--- config.mk ---
export PLATFORM = sky130hd
export DESIGN_NAME = memory_cycle
export DESIGN_NICKNAME = d
export VERILOG_FILES = /design/src/rtl/riscv_pkg.sv /design/src/rtl/mem_access_fsm.sv /design/src/rtl/memory_cycle.sv
export SDC_FILE = /design/constraint.sdc
export NUM_CORES = 1
export LEC_CHECK = 0
export BUFFER_PORTS_ARGS = -buffer_cell sky130_fd_sc_hd__buf_2
export CELL_PAD_IN_SITES_DETAIL_PLACEMENT = 0
export CELL_PAD_IN_SITES_GLOBAL_PLACEMENT = 1
export CORE_ASPECT_RATIO = 0.6
export CORE_MARGIN = 2
export CORE_UTILIZATION = 30
export CTS_CLUSTER_DIAMETER = 40
export DETAILED_ROUTE_END_ITERATION = 7
export GPL_TIMING_DRIVEN = 0
export PLACE_DENSITY_LB_ADDON = 0.25
export SYNTH_ARGS = -nofsm -noshare
export SYNTH_HDL_FRONTEND = slang
export SYNTH_SLANG_ARGS = --single-unit
export TNS_END_PERCENT = 20
--- constraint.sdc ---
create_clock -name clk -period 1.5 [get_ports clk]
set_input_delay 0.225 -clock clk [delete_from_list [all_inputs] [get_ports clk]]
set_output_delay 0.225 -clock clk [all_outputs]
set_load 0.01 [all_outputs]
--- src/rtl/riscv_pkg.sv ---
// Shared RISC-V pipeline definitions used by the MEM stage.
//   RESULT_* : ResultSrc encodings carried through EX/MEM and MEM/WB.
//   mem_state_t : data-bus access state (IDLE, WAIT_RSP).
//   isMemAccess() : true when the EX/MEM instruction touches data memory.
package riscv_pkg;

  localparam logic [1:0] RESULT_ALU = 2'b00;
  localparam logic [1:0] RESULT_MEM = 2'b01;
  localparam logic [1:0] RESULT_PC4 = 2'b10;

  typedef enum logic [0:0] {
    IDLE     = 1'b0,
    WAIT_RSP = 1'b1
  } mem_state_t;

  // A load is marked by ResultSrc selecting memory data; a store by MemWrite.
  function automatic logic isMemAccess(input logic memWrite, input logic [1:0] resultSrc);
    return memWrite | (resultSrc == RESULT_MEM);
  endfunction

endpackage

--- src/rtl/mem_access_fsm.sv ---
// Data-bus access controller for the MEM stage.
// Ports:
//   clk, rst            clock, asynchronous active-low reset
//   access, isStore     current EX/MEM instruction needs the bus / is a store
//   reqReady, rspValid  bus request accept, load response valid
//   reqValid            bus request valid (forced low while in reset)
//   stall               freeze upstream stages, bubble into MEM/WB
//   rspDone             load response captured this cycle
//   timeoutHit          access force-completed this cycle
//   busTimeout          sticky: some access has timed out since reset
module mem_access_fsm
  import riscv_pkg::*;
#(
  parameter int TIMEOUT_CYCLES = 64
) (
  input  logic clk,
  input  logic rst,
  input  logic access,
  input  logic isStore,
  input  logic reqReady,
  input  logic rspValid,
  output logic reqValid,
  output logic stall,
  output logic rspDone,
  output logic timeoutHit,
  output logic busTimeout
);

  localparam int CNT_W = $clog2(TIMEOUT_CYCLES);
  localparam logic [CNT_W-1:0] CNT_LIMIT = CNT_W'(TIMEOUT_CYCLES - 1);

  mem_state_t       state;
  mem_state_t       stateNext;
  logic [CNT_W-1:0] waitCnt;
  logic             wantStall;

  always_comb begin
    stateNext = state;
    wantStall = 1'b0;
    reqValid  = 1'b0;
    rspDone   = 1'b0;
    case (state)
      IDLE: begin
        // Request stays asserted until accepted; EX/MEM is frozen meanwhile.
        reqValid = access & rst;
        if (access) begin
          if (isStore) begin
            wantStall = ~reqReady;
          end else begin
            wantStall = 1'b1;
            if (reqReady) stateNext = WAIT_RSP;
          end
        end
      end
      WAIT_RSP: begin
        wantStall = ~rspValid;
        rspDone   = rspValid;
        if (rspValid) stateNext = IDLE;
      end
      default: stateNext = IDLE;
    endcase
    // A cycle that would stall at the limit completes instead; a response
    // arriving in that cycle clears wantStall, so it wins over the timeout.
    timeoutHit = wantStall & (waitCnt == CNT_LIMIT);
    stall      = wantStall & ~timeoutHit;
    if (timeoutHit) stateNext = IDLE;
  end

  always_ff @(posedge clk or negedge rst) begin
    if (!rst) begin
      state      <= IDLE;
      waitCnt    <= '0;
      busTimeout <= 1'b0;
    end else begin
      state <= stateNext;
      if (stall) waitCnt <= waitCnt + 1'b1;
      else       waitCnt <= '0;
      if (timeoutHit) busTimeout <= 1'b1;
    end
  end

endmodule

--- src/rtl/memory_cycle.sv ---
// MEM stage of the 5-stage RISC-V pipeline.
// Consumes the EX/MEM register, issues word loads/stores on a valid/ready
// request + valid-only response bus, stalls upstream while an access is in
// flight, and owns the MEM/WB register.
// Ports:
//   clk, rst                         clock, asynchronous active-low reset
//   RegWriteM..WriteDataM            EX/MEM register contents
//   mem_req_*                        data-bus request channel
//   mem_rsp_valid, mem_rsp_rdata     data-bus load response
//   StallM                           hold IF/ID/EX and EX/MEM
//   BusTimeoutM                      sticky timeout indicator
//   RegWriteW..ReadDataW             MEM/WB register outputs
module memory_cycle
  import riscv_pkg::*;
#(
  parameter int          TIMEOUT_CYCLES = 64,
  parameter logic [31:0] TIMEOUT_RDATA  = 32'h00000000
) (
  input  logic        clk,
  input  logic        rst,
  input  logic        RegWriteM,
  input  logic        MemWriteM,
  input  logic [1:0]  ResultSrcM,
  input  logic [4:0]  RD_M,
  input  logic [31:0] PCPlus4M,
  input  logic [31:0] ALU_ResultM,
  input  logic [31:0] WriteDataM,
  output logic        mem_req_valid,
  input  logic        mem_req_ready,
  output logic        mem_req_we,
  output logic [31:0] mem_req_addr,
  output logic [31:0] mem_req_wdata,
  input  logic        mem_rsp_valid,
  input  logic [31:0] mem_rsp_rdata,
  output logic        StallM,
  output logic        BusTimeoutM,
  output logic        RegWriteW,
  output logic [1:0]  ResultSrcW,
  output logic [4:0]  RD_W,
  output logic [31:0] PCPlus4W,
  output logic [31:0] ALU_ResultW,
  output logic [31:0] ReadDataW
);

  logic access;
  logic isLoad;
  logic rspDone;
  logic timeoutHit;

  assign access = isMemAccess(MemWriteM, ResultSrcM);
  // An instruction flagged as both store and load is treated as a store.
  assign isLoad = (ResultSrcM == RESULT_MEM) & ~MemWriteM;

  assign mem_req_we    = MemWriteM;
  assign mem_req_addr  = {ALU_ResultM[31:2], 2'b00};
  assign mem_req_wdata = WriteDataM;

  mem_access_fsm #(
    .TIMEOUT_CYCLES(TIMEOUT_CYCLES)
  ) uFsm (
    .clk        (clk),
    .rst        (rst),
    .access     (access),
    .isStore    (MemWriteM),
    .reqReady   (mem_req_ready),
    .rspValid   (mem_rsp_valid),
    .reqValid   (mem_req_valid),
    .stall      (StallM),
    .rspDone    (rspDone),
    .timeoutHit (timeoutHit),
    .busTimeout (BusTimeoutM)
  );

  // MEM/WB register boundary
  always_ff @(posedge clk or negedge rst) begin
    if (!rst) begin
      RegWriteW   <= 1'b0;
      ResultSrcW  <= RESULT_ALU;
      RD_W        <= 5'd0;
      PCPlus4W    <= 32'd0;
      ALU_ResultW <= 32'd0;
      ReadDataW   <= 32'd0;
    end else if (StallM) begin
      // Bubble: the held instruction must not be written back more than once.
      RegWriteW  <= 1'b0;
      ResultSrcW <= RESULT_ALU;
      RD_W       <= 5'd0;
    end else begin
      RegWriteW   <= RegWriteM;
      ResultSrcW  <= ResultSrcM;
      RD_W        <= RD_M;
      PCPlus4W    <= PCPlus4M;
      ALU_ResultW <= ALU_ResultM;
      if (rspDone)                  ReadDataW <= mem_rsp_rdata;
      else if (timeoutHit && isLoad) ReadDataW <= TIMEOUT_RDATA;
    end
  end

endmodule

==> flow_summary.toml, run 1 <==
[sta]
rsz0062_at_grt = "yes"
tightestPinTransition_ns = 0.747
hold_viol = 87
layout_min_cycle_time_ns = 1.71
slew-limit-headroom_pct = 50.2
slew_violations = 0
whs_ns = -0.123
finClkSkew_ns = 0.00746
max_freq_mhz = 584
setup_violations = 44
fin_ws_ns = -0.213
period_share_pct = 114

[clock_network]
clkSlewWorstSetupHoldPaths_ns = 0.08
cts_inserted_buffers = 9
cts-htree-levels = 3
worstSkewPairLatency_ns = 0.37
cts_tree = "done"
clkSinkCount = 112
ctsHoldBuffers = 3
cts_root_buffer = "clkbuf_16"
clock_path_buffers = 2

[setup_path]
r2r_cells = 6
critPathKind = "flop to primary output"
crit_path_top_delay_cell = "dfrtp_1"
reg2reg_to = "PCPlus4W[13]"
reg2reg_slack_ns = -0.08
slowest_delay_ns = 0.43
cp.arrival_ns = 1.49
critPathLaunchType = "flop"
cp-endpoint = "StallM"
crit_chain = "nand3_4 -> buf_12 -> nor2_4 -> buf_12 -> nor2_4 -> buf_6"
crit_fanout = 4
crit_start = "uFsm.waitCnt[4]"
reg2reg_from = "uFsm.waitCnt[1]"
required_ns = 1.27
endpoint_kind = "primary output"

[outcome]
violations = "negative hold slack, negative setup slack"
status = "finished, violations left"

[floorplanning]
pin_count = 313
dieArea_um2 = 23900
core-area_um2 = 22100
rows = 42
chipHeight_um = 120
start_util_pct = 30.7
die_w_um = 198

[drt]
ant_nets = 0
detail_route.wl_per_cell_um = 18.6
vias_per_cell = 5.09
num_vias = 6870
dr.pass1.iters = 5
drc = 0
drt_wl_total_um = 25100
drtIter0Drc = 394

[final_layout]
antennaDiodeCount = 0
syn_to_final_growth_pct = 45.2
stdcell_count = 1349
nets = 1178
drive_gt1_share_pct = 55.0

[logic_synthesis]
synth_mux_area_share_pct = 0
synth_area_leaders = "dfrtp_1, o211ai_2, a41oi_1, buf_4, o21ai_0"
synthAdderAreaFrac_pct = 0.184
synth_seq_area_share_pct = 41.3
syn_area_per_cell_um2 = 9.41
ys_warn_count = 0
postSynthCellCount = 721
yosys.area.top_type = "dfrtp_1"
synth_seq_cells = 112
synth-xor-area-share_pct = 0.387
synth_top_family_by_area = "compound AO/OA/AOI/OAI gates"
netlist.area_leader.share_pct = 41.3
synth_compound_area_share_pct = 28.6
syn_area_um2 = 6780
synth_simple_gate_area_share_pct = 16.3
synth_cell_types = 32

[power_and_ir_drop]
p_leak_nw = 4.66
power_mw = 9.05
ir_drop_uv = 504
p_per_area_nw_per_um2 = 919

[grt]
grt_overflow = 0
grt_usage_pct = 20.8
grt_pass1_wl_um = 38300
grt_max_degree = 89
grt_pass1_vias = 6540
antenna_found_initial = 1

[placed_design]
dp.cells = 1309
numPortBuffers = 278
gp_congestion = 0.766
dpl.hpwl_um = 17600
place_ws_ns = -0.774

[flow_run]
cap_viol_max_count = 0

[worst_hold_path]
worstHoldPathType = "primary input to async pin"
-- timing repair --
| action | CTS | global route |
|---|---|---|
| gates cloned | 1 | 0 |
| gates resized for setup | 131 | 105 |
| endpoints found under the hold margin | 25 | 87 |
| buffers inserted | 10 | 12 |
| setup endpoints to repair | 114 | 105 |
| pin swaps | 2 | 7 |
-- placed cells by master (no fill, tap or decap), types with 3 or more instances in the layout --
master     instances
nand3_2           14
buf_6             20
buf_4             87
clkbuf_4           9
o21ai_1           40
clkbuf_1          21
clkbuf_16         10
a21oi_1            4
buf_2            285
inv_8              3
buf_8              4
a41oi_1           32
nand2_1           65
nand3_1           52
o211ai_2          64
o21ai_0           57
and3_1            64
dfrtp_1          111
clkbuf_2           9
clkbuf_8           4
a41oi_2           32
o21a_1             8
buf_12            10
-- how the worst min path moves through the flow --
stage	endpoint	cells past startpoint	slack (ns)	start
detailed placement	ReadDataW[18]	1	0.11	rst
finish	ReadDataW[11]	2	-0.12	rst
global placement	ReadDataW[15]	3	0.43	mem_rsp_rdata[15]
global route	ReadDataW[11]	2	-0.09	rst
CTS	ReadDataW[11]	2	-0.11	rst
floorplan	ALU_ResultW[0]	0	-0.07	rst
-- layer usage --
metal | track usage [%] | part of all wire, % | up-vias
met5 | 0 | 0.052 | -
met4 | 4.32 | 0.65 | 2
met3 | 4.77 | 6.9 | 12
met2 | 29.6 | 42 | 283
met1 | 31.7 | 50 | 3322
li1 | - | - | 3251
-- Yosys cell counts --
cell,instances
buf_2,9
or3b_1,1
nand2_1,67
o21bai_1,1
nand3b_1,1
nand4b_1,1
nor2_1,4
o211ai_2,64
nor3b_2,1
and3_1,65
ha_1,1
nand2b_1,2
a41oi_1,64
buf_4,65
a21oi_1,4
xnor2_1,1
dfrtp_1,112
buf_6,9
o21ai_1,10
a31o_2,1
nor3_2,3
inv_1,2
nand3_1,67
clkbuf_2,1
and2_1,2
clkbuf_1,61
nor3b_1,1
xor2_1,2
o21ai_0,87
buf_1,3
conb_1,1
o21a_1,8
-- where the power goes --
group          internal, mW  switching, mW
Clock                  1.22           1.33
Combinational          1.23           1.49
Sequential             3.51          0.266
Total                  5.96           3.09
-- cells by family after synthesis --
group,count (synthesis)
xor+xnor,3
fa+ha+maj,1
compound gates,239
other cells,1
buf+inv,150
flops,112
simple gates,215
-- cell type report --
| class | instances | area [um^2] |
|---|---|---|
| fill | 2238 | 12300 |
| tap | 308 | 385 |
| multi-input combinational | 460 | 3500 |
| clock inverter | 6 | 58.8 |
| sequential | 112 | 2800 |
| timing repair buffer | 305 | 1680 |
| clock buffer | 10 | 239 |
| inverter | 2 | 7.51 |
| buffer | 146 | 1180 |
-- flip-flops by register name (all words and copies together) (netlist names) --
register,cells
ALU_ResultW,32
PCPlus4W,32
ReadDataW,32
uFsm.waitCnt,6
RegWriteW,1
ResultSrcW,2
RD_W,5
uFsm.busTimeout,1
uFsm.state,1
-- through the flow --
| stage | setup TNS, ns | hold slack [ns] | instance area [um^2] | util (%) |
|---|---|---|---|---|
| after floorplan | -0.0118 | -0.0706 | 6800 | - |
| after global placement | -208.61 | 0.428 | 8580 | 38.8 |
| after detailed placement | -52.45 | 0.107 | 8610 | 38.9 |
| after CTS | -5.39 | -0.105 | 9550 | 43.1 |
| after global routing | -7.05 | -0.0905 | 9850 | 44.5 |
| final | -1.95 | -0.123 | 9850 | 44.5 |
-- critical path: cells and delay by family (launching register included) --
kind | cells | cell delay (ns)
flip-flops | 1 | 0.43
buffers and inverters | 3 | 0.39
AND/OR/NAND/NOR | 3 | 0.30
Power figures use the tool's default switching activity.
==> run 2: changes to the inputs <==
--- a/config.mk
+++ b/config.mk
@@ -17,5 +17,6 @@
 export PLACE_DENSITY_LB_ADDON = 0.25
 export SYNTH_ARGS = -nofsm -noshare
 export SYNTH_HDL_FRONTEND = slang
+export SYNTH_HIERARCHICAL = 1
 export SYNTH_SLANG_ARGS = --single-unit
 export TNS_END_PERCENT = 20
==> run 2 against run 1 <==
Effect of this change:
- clock skew grew 0.0076 ns
- routed wire length is 41% lower
- total power is 5.6% lower
- register-to-register slack worse by 0.12 ns
- via count shrank 39%
- core utilization decreased by 1.8 points
- sequential power is essentially flat
- the flow finishes with violations (negative setup slack)
- die area is 19% lower
- critical path depth up 1
- clock power is 10% lower
- cell count shrank 28%
==> flow_summary.toml, run 2 <==
[logic_synthesis]
synth_most_common_cell = "dfrtp_1"
synth_seq_area_share_pct = 51.3
synth_area_leaders = "dfrtp_1, mux2_2, buf_4, o311ai_2, nand3b_1"
synth_simple_gate_area_share_pct = 9.64
postSynthCellCount = 436
syn_area_um2 = 5460
netlist.area_leader.share_pct = 51.3
synth-xor-area-share_pct = 0.481
synth_mux_area_share_pct = 13.2
synth_compound_area_share_pct = 10.1
synthAdderAreaFrac_pct = 0.229
yosys.area.top_type = "dfrtp_1"
yosys-top-cells-count = "dfrtp_1, buf_4, mux2_2, inv_1, nand2_1"
synth_cell_types = 31
ys_warn_count = 6
synthArstFlopShare_pct = 100
syn_area_per_cell_um2 = 12.5
synth_ff_type = "dfrtp_1"
synth_top_family_by_area = "buffers and inverters"
synth_seq_cells = 112
synth_edf_count = 0

[setup_path]
crit_chain = "ha_4 -> nand3_4 -> nor2_4 -> nor2_4 -> buf_12 -> buf_6 -> mux2_2"
endpoint_kind = "flop"
critPathLaunchType = "flop"
path_common_cell = "nor2_4"
r2r_cells = 7
slowest_delay_ns = 0.42
cp.arrival_ns = 1.92
reg2reg_from = "uFsm/waitCnt[1]"
critPathKind = "flop to flop"
crit_fanout = 10
required_ns = 1.72
crit_path_top_delay_cell = "dfrtp_1"
reg2reg_to = "ALU_ResultW[4]"
reg2reg_slack_ns = -0.20

[final_layout]
drive_gt1_share_pct = 66.8
final_common_cell = "buf_2"
antennaDiodeCount = 0
final_cell_area_um2 = 7670
nets = 875
syn_to_final_growth_pct = 40.4
fillers = 1750
reg_top3 = "ALU_ResultW x32, PCPlus4W x32, ReadDataW x32"
final_cell_mix = "buf_2, dfrtp_1, buf_4, mux2_2, inv_1"
final_util_pct = 42.7

[flow_run]
cap_viol_max_count = 0

[clock_network]
cts-htree-levels = 3
clock_path_buffers = 2
cts_tree = "done"
cts_inserted_buffers = 9
clkSlewWorstSetupHoldPaths_ns = 0.08
cts_root_buffer = "clkbuf_16"
clkSinkCount = 112
worstSkewPairLatency_ns = 0.35

[drt]
drt_wl_total_um = 14700
detail_route.wl_per_cell_um = 15.0
drtIter0Drc = 174
drc = 0
ant_nets = 0
dr.pass1.iters = 5
num_vias = 4221
vias_per_cell = 4.32

[power_and_ir_drop]
p_per_area_nw_per_um2 = 1110
p_leak_nw = 3.83
ir_drop_uv = 530

[sta]
period_share_pct = 113
rsz0062_at_grt = "yes"
slew_violations = 0
slew-limit-headroom_pct = 38.8
hold_viol = 0
finClkSkew_ns = 0.0150
layout_min_cycle_time_ns = 1.70
fin_ws_ns = -0.199
tightestPinTransition_ns = 0.916
setup_violations = 101
max_freq_mhz = 588

[outcome]
status = "finished, violations left"
violations = "negative setup slack"

[placed_design]
dpl.hpwl_um = 11500
gp_congestion = 0.799
numPortBuffers = 278
placed_area_um2 = 7260

[grt]
grt_usage_pct = 14.6
grt_max_degree = 92
grt_pass1_vias = 4151
grt_overflow = 0
grt_pass1_wl_um = 22100
antenna_found_initial = 0

[floorplanning]
core-area_um2 = 18000
rows = 38
dieArea_um2 = 19300
chipHeight_um = 109
start_util_pct = 30.4
die_w_um = 178
pin_count = 313

[worst_hold_path]
holdPathStages = 2
worstHoldPathType = "primary input to flop"
whs_endpoint = "RD_W[0]"
min-delay-start = "RD_M[0]"
run 2: cell count changes in the layout (fill, tap and decap cells not counted), sizes merged, moves of 32 or more:
cell,previous run,this run
a41oi,64,0
mux2,0,64
nand3,67,3
o211ai,64,0
inv,6,38
clkbuf,53,13
o311ai,0,32
and3,65,0
o21ai,97,1
nand2,67,34
buf,407,369
run 2: worst max path at each step:
| stage | depth (start not counted) | from | endpoint | slack, ns |
|---|---|---|---|---|
| after floorplan | 9 | uFsm/waitCnt[0] | ReadDataW[21] | -0.12 |
| after global placement | 3 | rst | mem_req_valid | -1.35 |
| after detailed placement | 10 | ResultSrcM[1] | ReadDataW[31] | -0.62 |
| after CTS | 7 | uFsm/waitCnt[1] | ALU_ResultW[4] | -0.23 |
| after global routing | 9 | uFsm/waitCnt[1] | ReadDataW[28] | -0.31 |
| final | 7 | uFsm/waitCnt[1] | ALU_ResultW[4] | -0.20 |
run 2: stage by stage:
stage | power [mW] | std cells | hold slack (ns) | setup WS [ns] | setup TNS, ns
floorplan | 5.22 | 437 | -0.0706 | -0.124 | -11.08
global placement | 6.21 | 955 | 0.447 | -1.35 | -172.00
detailed placement | 6.29 | 956 | 0.0895 | -0.618 | -38.51
CTS | 8.70 | 978 | 0.0820 | -0.228 | -18.82
global route | 9.07 | 978 | 0.0857 | -0.307 | -26.38
finish | 8.54 | 978 | 0.103 | -0.199 | -16.46
run 2: critical path, delay by kind of cell (launching register included):
kind	cells	cell delay, ns
adders and majority gates	1	0.19
buffers and inverters	2	0.34
DFF	1	0.42
muxes	1	0.35
and+or+nand+nor	3	0.28
run 2: where the power goes:
group	internal, mW	switching (mW)	leakage [nW]	total (mW)
clock network	1.14	1.14	0.138	2.29
logic	1.29	1.20	2.43	2.50
registers	3.49	0.269	1.26	3.76
total	5.92	2.62	3.83	8.54
run 2: kinds of logic after synthesis:
| family | after synthesis |
|---|---|
| xor+xnor | 3 |
| flops | 112 |
| fa+ha+maj | 1 |
| compound gates | 38 |
| other cells | 1 |
| mux | 64 |
| buf+inv | 125 |
| simple gates | 92 |
run 2: area by class of cell:
cell class	instances	area, um^2	share of cell area (%)
clock inverter	7	51.3	0.669
buffer	90	762	9.93
multi-input combinational	200	1920	25.1
clock buffer	9	225	2.94
sequential	112	2800	36.5
tap	240	300	3.91
timing repair buffer	285	1480	19.2
inverter	35	131	1.71
run 2: per-layer routing:
layer  global-route usage [%]  vias to the layer above  part of all wire [%]
met5                        0                        -                     0
met1                     19.9                     2055                    44
met2                     23.8                      157                    47
met3                     4.11                        4                   8.3
li1                         -                     2005                     -
met4                     1.97                        0                  0.22
run 2: what timing repair did:
action,4_1_cts,5_1_grt
pin swaps,2,1
endpoints found under the setup margin,105,106
gates resized for setup,22,1
buffers inserted,4,0
endpoints found under the hold margin,21,0
hold buffers,2,0
